--- src/rtl/ram_arbiter.sv ---
// Two-requester arbiter for a single-port synchronous RAM: round-robin with
// bounded lock, combinational grant and RAM mux, registered read-valid tracking.
module ram_arbiter #(
  parameter int unsigned ADDR_W   = 10,
  parameter int unsigned DATA_W   = 32,
  parameter int unsigned MAX_LOCK = 8
) (
  input  logic              clock,
  input  logic              reset,
  input  logic              a_req,
  input  logic              a_we,
  input  logic [ADDR_W-1:0] a_addr,
  input  logic [DATA_W-1:0] a_wdata,
  input  logic              a_lock,
  input  logic              b_req,
  input  logic              b_we,
  input  logic [ADDR_W-1:0] b_addr,
  input  logic [DATA_W-1:0] b_wdata,
  input  logic              b_lock,
  output logic              a_gnt,
  output logic              b_gnt,
  output logic              a_rvalid,
  output logic              b_rvalid,
  output logic [DATA_W-1:0] a_rdata,
  output logic [DATA_W-1:0] b_rdata,
  output logic [ADDR_W-1:0] ram_address,
  output logic [DATA_W-1:0] ram_data,
  output logic              ram_wren,
  input  logic [DATA_W-1:0] ram_salida
);

  localparam int unsigned CNT_W = $clog2(MAX_LOCK + 1);

  typedef enum logic {
    OWN_A = 1'b0,
    OWN_B = 1'b1
  } owner_e;

  owner_e           last_grant_q, last_grant_d;
  logic [CNT_W-1:0] lock_cnt_q, lock_cnt_d;
  logic             a_rvalid_q, b_rvalid_q;

  logic own_req, own_lock, oth_req;
  logic lock_expired, lock_hold, gnt_lock;

  // State register: owner of the last accepted access and locked-run length
  always_ff @(posedge clock) begin
    if (reset) begin
      last_grant_q <= OWN_B;
      lock_cnt_q   <= '0;
      a_rvalid_q   <= 1'b0;
      b_rvalid_q   <= 1'b0;
    end else begin
      last_grant_q <= last_grant_d;
      lock_cnt_q   <= lock_cnt_d;
      a_rvalid_q   <= a_gnt & ~a_we;
      b_rvalid_q   <= b_gnt & ~b_we;
    end
  end

  // Grant decision and next-state
  always_comb begin
    a_gnt        = 1'b0;
    b_gnt        = 1'b0;
    last_grant_d = last_grant_q;
    lock_cnt_d   = '0;
    gnt_lock     = 1'b0;
    own_req      = (last_grant_q == OWN_B) ? b_req  : a_req;
    own_lock     = (last_grant_q == OWN_B) ? b_lock : a_lock;
    oth_req      = (last_grant_q == OWN_B) ? a_req  : b_req;
    lock_expired = (lock_cnt_q >= CNT_W'(MAX_LOCK)) && oth_req;
    lock_hold    = own_req && own_lock && (lock_cnt_q != '0) && !lock_expired;

    if (!reset) begin
      if (lock_hold) begin
        a_gnt = (last_grant_q == OWN_A);
        b_gnt = (last_grant_q == OWN_B);
      end else if (a_req && b_req) begin
        a_gnt = (last_grant_q == OWN_B);
        b_gnt = (last_grant_q == OWN_A);
      end else if (a_req) begin
        a_gnt = 1'b1;
      end else if (b_req) begin
        b_gnt = 1'b1;
      end
    end

    // A locked grant extends the run only if ownership did not change
    if (a_gnt || b_gnt) begin
      last_grant_d = b_gnt ? OWN_B : OWN_A;
      gnt_lock     = b_gnt ? b_lock : a_lock;
      if (gnt_lock) begin
        if (last_grant_d != last_grant_q) begin
          lock_cnt_d = CNT_W'(1);
        end else if (lock_cnt_q >= CNT_W'(MAX_LOCK)) begin
          lock_cnt_d = CNT_W'(MAX_LOCK);
        end else begin
          lock_cnt_d = lock_cnt_q + CNT_W'(1);
        end
      end
    end
  end

  // RAM port mux
  always_comb begin
    ram_address = '0;
    ram_data    = '0;
    ram_wren    = 1'b0;
    if (a_gnt) begin
      ram_address = a_addr;
      ram_data    = a_wdata;
      ram_wren    = a_we & a_req;
    end else if (b_gnt) begin
      ram_address = b_addr;
      ram_data    = b_wdata;
      ram_wren    = b_we & b_req;
    end
  end

  // A read pending across reset assertion is suppressed immediately
  assign a_rvalid = a_rvalid_q & ~reset;
  assign b_rvalid = b_rvalid_q & ~reset;
  assign a_rdata  = a_rvalid ? ram_salida : '0;
  assign b_rdata  = b_rvalid ? ram_salida : '0;

endmodule

--- config.mk ---
export PLATFORM = sky130hd
export DESIGN_NAME = ram_arbiter
export DESIGN_NICKNAME = d
export VERILOG_FILES = /design/src/rtl/ram_arbiter.sv
export SDC_FILE = /design/constraint.sdc
export NUM_CORES = 1
export LEC_CHECK = 0
export ABC_AREA = 1
export BUFFER_PORTS_ARGS = -buffer_cell sky130_fd_sc_hd__buf_4
export CAP_MARGIN = 20
export CORE_AREA = 2 2 91 93
export CTS_CLUSTER_SIZE = 10
export DETAILED_ROUTE_END_ITERATION = 7
export DIE_AREA = 0 0 93 95
export HOLD_SLACK_MARGIN = 0.1
export REMOVE_ABC_BUFFERS = 1
export SLEW_MARGIN = 5
export SYNTH_ARGS = -nofsm -noshare
export SYNTH_HDL_FRONTEND = slang
export SYNTH_SLANG_ARGS = --single-unit
--- constraint.sdc ---
create_clock -name clock -period 3.08 [get_ports clock]
set_input_delay 0.462 -clock clock [delete_from_list [all_inputs] [get_ports clock]]
set_output_delay 0.462 -clock clock [all_outputs]
set_load 0.005 [all_outputs]
==> results.txt, run 1 <==
- Across all layers, the routed design uses 2284 vias.
- Crit path kind: reg2out
- Worst path required time: ~2.6 ns
* Post-synthesis cell count: about 220
- The number of antenna violations at the first check in global routing came to 0.
* Detailed-routing iteration count for the pre-antenna-repair pass: 4
- TritonCTS created 3 clock buffers.
- CTS tree: yes
- CTS saw 7 sinks.
- For this block, the initial DRC count from the detailed router was 61.
- The final hold violation count is 0.
* Worst setup startpoint: lock_cnt_q[0]
* Number of remaining DRC errors: 0
* Setup TNS after final layout: 0 ns
- Launch instance of the worst register-to-register path: lock_cnt_q[0]
* # IOs: 235
- The first global-routing pass estimated a little under 10000 um of wire.
- Gates resized during post-CTS repair numbered 0.
* Hold-fix buffer count after cts: 0
- The final layout contains 568 nets.
- Count of antenna-violating nets left after detailed routing: 0
- Worst-path clk slew: 0.04 ns
* Leakage power of the design: approximately 1.9 nW
- The tree is rooted in a sky130_fd_sc_hd__clkbuf_8.
- After synthesis the netlist holds a flip-flop and latch count of 7.
- The initial utilization of the core area, before any placement, comes to 0.164.
- Clock skew after layout: ~0.0019 ns
- Mapped Area: 1300 um^2
- Result of the run: finished clean
- Chip Height: 95 um
- For the finished layout, the period the worst path requires is 2.57 ns.
* Minimum setup slack after placement: slightly above 0.7 ns
- Fraction of final layout cells sized beyond drive strength 1: 0.574
- A synthesized cell averages 6.01 um^2.
* Area enclosed by the die boundary: roughly 8800 um^2
- Detailed-route wire length: ~7100 um
* Portion of synthesized cell area occupied by the leading cell type: 0.284
- The longest clock path from root to sink contains 2 buffers.
* Type of the tightest min-delay check: in2reg
- Diodes inserted: 0
* Worst endpoint data arrival time: 2.10 ns
- Register area share after synthesis: 0.108
- In the final routed layout, each cell accounts on average for 13.0 um.
* Slowest cell on the critical path: sky130_fd_sc_hd__dfxtp_1
- Async set-reset flop share out of synthesis: 0
- Overflow after GRT: 0
- Number of cells on the worst reg-to-reg path: 11
- Yosys warns: 0
- Across every metal layer, demand over resource in global routing totals 0.138.
- The wire-length estimate of the detail-placed layout is 6210 um.
- Nature of the critical path startpoint: register
- Critical path destination: ram_data[29]
- Timing would allow up to a little under 400 MHz.
* Count of flip-flops with a built-in enable after synthesis: 0
- Max-Slew Margin vs Limit: 0.711
- After floorplanning, the core was sized to cover 7930 um^2.
- The floorplan step set the die width to 93 um.
- After detailed routing, the number of vias per cell comes to about 4.2.
* Count of endpoints failing setup in the final report: 0
- The worst-case IR drop observed on VDD is just under 0.08 mV.
* Worst-margin pin slew: 0.433 ns
* H-Tree Depth: 1
- From synthesis to final layout, the design area changed by 142%.
- The congestion estimate from routability-driven global placement came to between 0.8 and 0.9.
- After layout, the worst setup slack is just over 0.5 ns.
- Largest stage delay on the critical path: 0.37 ns
* Largest net degree at the start of global routing: 45
- In this run the power density over the cells is 187 nW/um^2.
* Buffers added on ports: 234
* Count of buffers added by post-CTS timing repair for setup: 0
- Library cell occupying the most area in the post-synthesis netlist: sky130_fd_sc_hd__a22o_1
- Setup repair after global routing left no endpoint under its margin.
* Worst skew pair latency: ~0.22 ns
- Vias in the first global route: 2025
- Among all flip-flop cells after synthesis, the most frequent one is sky130_fd_sc_hd__dfxtp_1.
* Largest driver fanout on the critical path: 44
- Endpoint of the lowest-slack register-to-register path: lock_cnt_q[2]
- Category of the worst setup path capture point: output port
- Max-cap violations in this run came to 0.
- Slew Limit Fails: 0
* Top cells by area in the synthesized netlist: sky130_fd_sc_hd__a22o_1, sky130_fd_sc_hd__nor2_1, sky130_fd_sc_hd__inv_1, sky130_fd_sc_hd__dfxtp_1, sky130_fd_sc_hd__buf_6
* Critical Path, Cell by Cell: inv_1 -> ha_1 -> inv_1 -> o21ai_1 -> nand2_2 -> nand2_2 -> nand2_2 -> nand3_4 -> inv_4 -> a22o_1 -> buf_4
- Count of cell types in the netlist: 26
- Of the available clock period, the critical path in the final layout requires 0.833.
- Counting stages on the worst path, the most repeated cell is sky130_fd_sc_hd__nand2_2.
- Register-to-register setup slack: about 1.5 ns
- Number of placement rows: 33
-- routing by layer --
metal / vias to the layer above / wire length, um / GRT usage
li1: 1151 / - / -
met1: 976 / 2460 / 0.143
met2: 153 / 3680 / 0.266
met3: 4 / 910 / 0.0439
met4: 0 / 50 / 0.0343
met5: - / 0 / 0
-- Yosys cell counts (3+ instances only) --
library cell / n
sky130_fd_sc_hd__a22o_1: 42
sky130_fd_sc_hd__buf_4: 3
sky130_fd_sc_hd__buf_6: 5
sky130_fd_sc_hd__clkbuf_1: 6
sky130_fd_sc_hd__dfxtp_1: 7
sky130_fd_sc_hd__inv_1: 41
sky130_fd_sc_hd__nand2_1: 12
sky130_fd_sc_hd__nand2_2: 5
sky130_fd_sc_hd__nand3_1: 6
sky130_fd_sc_hd__nand3_2: 3
sky130_fd_sc_hd__nor2_1: 67
-- worst min path at each step --
stage                        from            end  slack, ns  depth (start not counted)
floorplan           lock_cnt_q[3]  lock_cnt_q[3]       0.51                          2
global placement    lock_cnt_q[1]  lock_cnt_q[3]       0.54                          2
detailed placement  lock_cnt_q[0]  lock_cnt_q[3]       0.57                          2
CTS                          b_we     b_rvalid_q       0.40                          2
global route                 b_we     b_rvalid_q       0.41                          2
finish                       b_we     b_rvalid_q       0.41                          2
-- area by class of cell --
cell class	count	area, um^2
clock buffer	4	45.0
fill	861	4790
inverter	44	170
multi-input combinational	150	881
sequential	7	140
tap	105	131
timing repair buffer	236	1770
-- power by group --
group          switching, W  internal, W  total (W)
clock network     0.0000364    0.0000892   0.000126
registers        0.00000353    0.0000949  0.0000984
logic              0.000145     0.000218   0.000363
-- cells by family after synthesis --
logic type,Yosys count,share of synthesized area
AOI/OAI and AO/OA,48,0.314
adders and majority gates,2,0.0193
DFF,7,0.108
buffers and inverters,59,0.213
and+or+nand+nor,99,0.338
xor gates and xnor gates,1,0.00675
-- critical path: cells and delay by family (launching register included) --
kind                       cells  cell delay (ns)
adders and majority gates      1             0.19
AOI/OAI and AO/OA              2             0.34
buffers and inverters          4             0.60
DFF                            1             0.37
and+or+nand+nor                4             0.36
-- placed cells by master (no fill, tap or decap), types with 2 or more instances in the layout --
cell type / netlist / final
sky130_fd_sc_hd__ha_1: 2 / 2
sky130_fd_sc_hd__clkbuf_8: 0 / 3
sky130_fd_sc_hd__nand4_1: 2 / 2
sky130_fd_sc_hd__nand3_1: 6 / 6
sky130_fd_sc_hd__nand2_2: 5 / 5
sky130_fd_sc_hd__inv_4: 2 / 2
sky130_fd_sc_hd__nand2_1: 12 / 12
sky130_fd_sc_hd__buf_4: 3 / 236
sky130_fd_sc_hd__nor3_1: 2 / 2
sky130_fd_sc_hd__a22o_1: 42 / 42
sky130_fd_sc_hd__dfxtp_1: 7 / 7
sky130_fd_sc_hd__nor2_1: 67 / 67
sky130_fd_sc_hd__nand3_2: 3 / 3
sky130_fd_sc_hd__inv_1: 41 / 41
-- stage by stage --
stage | instances | utilization | power [W] | hold WS [ns] | instance area, um^2
floorplan | 201 | - | 0.000221 | 0.510 | 1190
global placement | 542 | 0.390 | 0.000465 | 0.543 | 3090
detailed placement | 542 | 0.390 | 0.000466 | 0.569 | 3090
CTS | 546 | 0.396 | 0.000595 | 0.405 | 3140
global route | 546 | 0.396 | 0.000628 | 0.410 | 3140
finish | 546 | 0.396 | 0.000587 | 0.407 | 3140
-- flip-flops by register name, summed over array words and instances, names as in the netlist --
register,count
lock_cnt_q,4
a_rvalid_q,1
last_grant_q,1
b_rvalid_q,1
No activity file was read; power rests on OpenSTA's default activity.
==> run 2: changes to the inputs <==
--- a/config.mk
+++ b/config.mk
@@ -5,13 +5,13 @@
 export SDC_FILE = /design/constraint.sdc
 export NUM_CORES = 1
 export LEC_CHECK = 0
-export ABC_AREA = 1
+export ABC_AREA = 0
 export BUFFER_PORTS_ARGS = -buffer_cell sky130_fd_sc_hd__buf_4
 export CAP_MARGIN = 20
-export CORE_AREA = 2 2 91 93
+export CORE_AREA = 2 2 92 94
 export CTS_CLUSTER_SIZE = 10
 export DETAILED_ROUTE_END_ITERATION = 7
-export DIE_AREA = 0 0 93 95
+export DIE_AREA = 0 0 94 96
 export HOLD_SLACK_MARGIN = 0.1
 export REMOVE_ABC_BUFFERS = 1
 export SLEW_MARGIN = 5
==> constraint.sdc (replaced) <==
create_clock -name clock -period 2.5 [get_ports clock]
set_input_delay 0.375 -clock clock [delete_from_list [all_inputs] [get_ports clock]]
set_output_delay 0.375 -clock clock [all_outputs]
set_load 0.005 [all_outputs]
==> run 2 against run 1 <==
Compared with the run above:
- the flow now finishes with violations (setup timing)
- first-iteration DRC count increased by 4.9%
- clock power increased by 29%
- final cell count decreased by 1.8%
- flip-flop and latch count unchanged
- highest routed layer unchanged
==> results.txt, run 2 <==
- The area added between synthesis and finish is 167% (was 142%).
* Buffers added on ports: 234 (unchanged)
* Count of flip-flops with a built-in enable after synthesis: 0 (unchanged)
* Result of the run: finished with violations (was finished clean)
* Pwr Total: 0.000859 W (was 0.000587 W)
- # IOs: 235 (unchanged)
- Final min period: between 2 and 3 ns
* Number of antenna violations at the first check in global routing: 0 (unchanged)
* Number of remaining DRC errors: 0 (unchanged)
- The core area was 8050 um^2 (was 7930 um^2).
- The dominant synthesized flop cell is sky130_fd_sc_hd__dfxtp_1 (unchanged).
- The number of routed nets with antenna violations came to 0 (unchanged).
- The power per cell area is 233 nW/um^2 (was 187 nW/um^2).
* Leading cell types in the layout, fill and taps excluded: sky130_fd_sc_hd__buf_4, sky130_fd_sc_hd__and2_1, sky130_fd_sc_hd__a22o_1, sky130_fd_sc_hd__buf_6, sky130_fd_sc_hd__nor2_4 (was sky130_fd_sc_hd__buf_4, sky130_fd_sc_hd__nor2_1, sky130_fd_sc_hd__a22o_1, sky130_fd_sc_hd__inv_1, sky130_fd_sc_hd__nand2_1)
* GRT Overall Usage: 0.175 (was 0.138)
- The remaining global-route overflow was 0 (unchanged).
- The number of vias per cell came to 4.62 (was 4.18).
- Worst-margin pin slew: 0.498 ns (was 0.433 ns)
- The top-area cell type share of the netlist area is 0.291 (was 0.284).
- The clock sink total is 7 (unchanged).
- The register containing the most flip-flops in the final layout was lock_cnt_q (unchanged).
* Post-synthesis cell count: 179 (was 216)
* Type of the tightest min-delay check: in2reg (unchanged)
- Setup TNS after final layout: -1.34 ns (was 0 ns)
* Failing checks: setup timing
- Vias: 2478 (was 2284)
- Detailed-route wire length: 8760 um (was 7100 um)
- Routed wire per std cell: 16.3 um (was 13.0 um)
- The worst slew margin relative to its limit came to 0.665 (was 0.711).
- Based on the critical path, the design can be clocked at up to 391 MHz.
- The number of diodes added for antenna fixing is 0 (unchanged).
- Category of the worst setup path capture point: output port (unchanged)
- Dividing the final minimum period by the clock period gives 1.02.
- Floorplan die width: 94 um (was 93 um)
- Dominant cell by count in the synthesized netlist: sky130_fd_sc_hd__and2_1 (was sky130_fd_sc_hd__nor2_1)
* CTS root buffer: sky130_fd_sc_hd__clkbuf_8 (unchanged)
* Largest net degree at the start of global routing: 34 (was 45)
- The synthesized area per cell was 7.69 um^2 (was 6.01 um^2).
* Chip Height: 96 um (was 95 um)
- Area enclosed by the die boundary: 9020 um^2 (was 8840 um^2)
- The final-layout fill cell count came to 803 (was 861).
* Iteration-0 DRC Markers: 64 (was 61)
- The area taken by flip-flops and latches was 144 um^2 (was 140 um^2).
- Crit path kind: reg2out (unchanged)
* Vias in the first global route: 2365 (was 2025)
- The worst endpoint required time came to 2.12 ns (was 2.62 ns).
- Count of endpoints failing setup in the final report: 42 (was 0)
* Weighted congestion reported at the end of routability-driven placement: 0.835 (was 0.826)
* Worst-path clk slew: 0.04 ns (about the same)
- The highest ir drop seen on vdd was 0.123 mV (was 0.0793 mV).
- The number of warnings printed during yosys synthesis came to 0 (unchanged).
- The wire length of the first global-routing pass was 12300 um (was 9780 um).
- Clock buffer count from CTS: 3 (unchanged)
- Top cells by area in the synthesized netlist: sky130_fd_sc_hd__and2_1, sky130_fd_sc_hd__a22o_1, sky130_fd_sc_hd__dfxtp_1, sky130_fd_sc_hd__a22o_2, sky130_fd_sc_hd__buf_6 (was sky130_fd_sc_hd__a22o_1, sky130_fd_sc_hd__nor2_1, sky130_fd_sc_hd__inv_1, sky130_fd_sc_hd__dfxtp_1, sky130_fd_sc_hd__buf_6)
- Nature of the critical path startpoint: register (unchanged)
- The critical path data arrival time is 2.18 ns (was 2.10 ns).
* Initial core utilization: 0.171 (was 0.164)
- Slew Limit Fails: 0 (unchanged)
* Most numerous cell types in the synthesized netlist: sky130_fd_sc_hd__and2_1, sky130_fd_sc_hd__a22o_1, sky130_fd_sc_hd__a22o_2, sky130_fd_sc_hd__clkbuf_1, sky130_fd_sc_hd__dfxtp_1 (was sky130_fd_sc_hd__nor2_1, sky130_fd_sc_hd__a22o_1, sky130_fd_sc_hd__inv_1, sky130_fd_sc_hd__nand2_1, sky130_fd_sc_hd__dfxtp_1)
- The fraction of final layout cells with drive strength greater than 1 came to 0.682 (was 0.574).
* Register area share after synthesis: 0.102 (was 0.108)
- Library cell occupying the most area in the post-synthesis netlist: sky130_fd_sc_hd__and2_1 (was sky130_fd_sc_hd__a22o_1)
* Min setup slack post-route: -0.0575 ns (was 0.513 ns)
- The register bit total from synthesis was 7 (unchanged).
- Area of the multi-input gates: 1320 um^2 (was 881 um^2)
- Max-cap violation count: 0 (unchanged)
- The maximum number of buffers from clock root to sink is 2 (unchanged).
- Async set-reset flop share out of synthesis: 0 (unchanged)
- The layout net count came to 558 (was 568).
- The maximum fanout encountered on the critical timing path came to 8 (was 44).
* Final count of hold timing violations: 0 (unchanged)
- The clock insertion delay at the later pin of the skew report came to 0.23 ns (was 0.22 ns).
- Number of placement rows: 33 (unchanged)
- Count of cell types in the netlist: 38 (was 26)
- The number of H-tree levels came to 1 (unchanged).
* Detailed-routing iteration count for the pre-antenna-repair pass: 4 (unchanged)
- Commonest non-fill, non-tap cell in the layout: sky130_fd_sc_hd__buf_4 (unchanged)
- Leakage power of the design: 1.93 nW (was 1.92 nW)
- Max reg flops: 4 (unchanged)
* Mapped Area: 1380 um^2 (was 1300 um^2)
- The half-perimeter wire length after placement was 6270 um (was 6210 um).
- Clock skew after layout: 0.000374 ns (was 0.00189 ns)
* RSZ-0062 raised after global routing: yes (was no)
- The CTS tree was yes (unchanged).
[run 2: cell types whose count changed in the layout (fill, tap and decap cells not counted), sizes merged, moves of 2 or more]
cell   change
buf       +22
inv       -41
mux2i      +2
nand4      -2
nand2     -15
a21oi      +5
and2      +64
nor2b      +5
nand3      -8
nor2      -57
[run 2: cell families after synthesis]
kind of cell	synth area share
multiplexers	0.0145
adder cells (fa/ha/maj)	0.0182
XOR/XNOR	0.00636
flip-flops	0.102
buffers and inverters	0.0873
AO/OA/AOI/OAI	0.379
AND/OR/NAND/NOR	0.393
[run 2: layout make-up]
class / count / share of cell area
Sequential cell: 7 / 0.0391
Multi-Input combinational cell: 159 / 0.358
Timing Repair Buffer: 258 / 0.552
Tap cell: 105 / 0.0357
Inverter: 3 / 0.00306
Clock buffer: 4 / 0.0122
[run 2: power by group]
part | total, W | switching (W) | internal, W | leakage (nW)
clock network | 0.000163 | 0.0000528 | 0.000111 | 0.0228
logic | 0.000573 | 0.000219 | 0.000354 | 1.85
registers | 0.000122 | 0.00000449 | 0.000118 | 0.0579
[run 2: timing repair]
action                     CTS  global route
resized for setup           36             9
hold buffers                 0             0
pin swaps                   44            10
cloned                       9             0
buffers inserted            15             1
setup endpoints to repair   45            44
[run 2: metrics by stage]
step / setup slack [ns] / std cells / util / hold WS (ns) / cell area, um^2
finish: -0.0575 / 536 / 0.457 / 0.319 / 3680
global placement: -0.166 / 507 / 0.400 / 0.539 / 3220
CTS: -0.0313 / 535 / 0.451 / 0.319 / 3630
detailed placement: -0.215 / 507 / 0.400 / 0.556 / 3220
global route: -0.123 / 536 / 0.457 / 0.317 / 3680
floorplan: -0.108 / 160 / - / 0.448 / 1270
[run 2: critical path: stages (launching register included)]
cell and delay (ns):
sky130_fd_sc_hd__dfxtp_2 0.32, sky130_fd_sc_hd__inv_2 0.07, sky130_fd_sc_hd__ha_4 0.12, sky130_fd_sc_hd__or3b_4 0.39, sky130_fd_sc_hd__o221ai_4 0.10, sky130_fd_sc_hd__mux2i_4 0.30
sky130_fd_sc_hd__buf_12 0.18, sky130_fd_sc_hd__nor2_4 0.09, sky130_fd_sc_hd__a22o_4 0.27, sky130_fd_sc_hd__buf_6 0.12
[run 2: path summary, 6_finish.rpt]
kind / startpoint / endpoint / slack (ns) / depth (start not counted)
worst min register to register: lock_cnt_q[2] / lock_cnt_q[2] / 0.59 / 2
worst max register to register: lock_cnt_q[0] / a_rvalid_q / 0.60 / 9
worst max-delay path: lock_cnt_q[0] / ram_address[3] / -0.06 / 9
worst min-delay path: b_we / b_rvalid_q / 0.32 / 2
[run 2: metal layers]
metal,up-vias,part of all wire,global-route usage
met5,-,0,0
met3,15,0.10,0.0509
met2,174,0.55,0.353
met1,1123,0.33,0.169
li1,1166,-,-
met4,0,0.022,0.0580
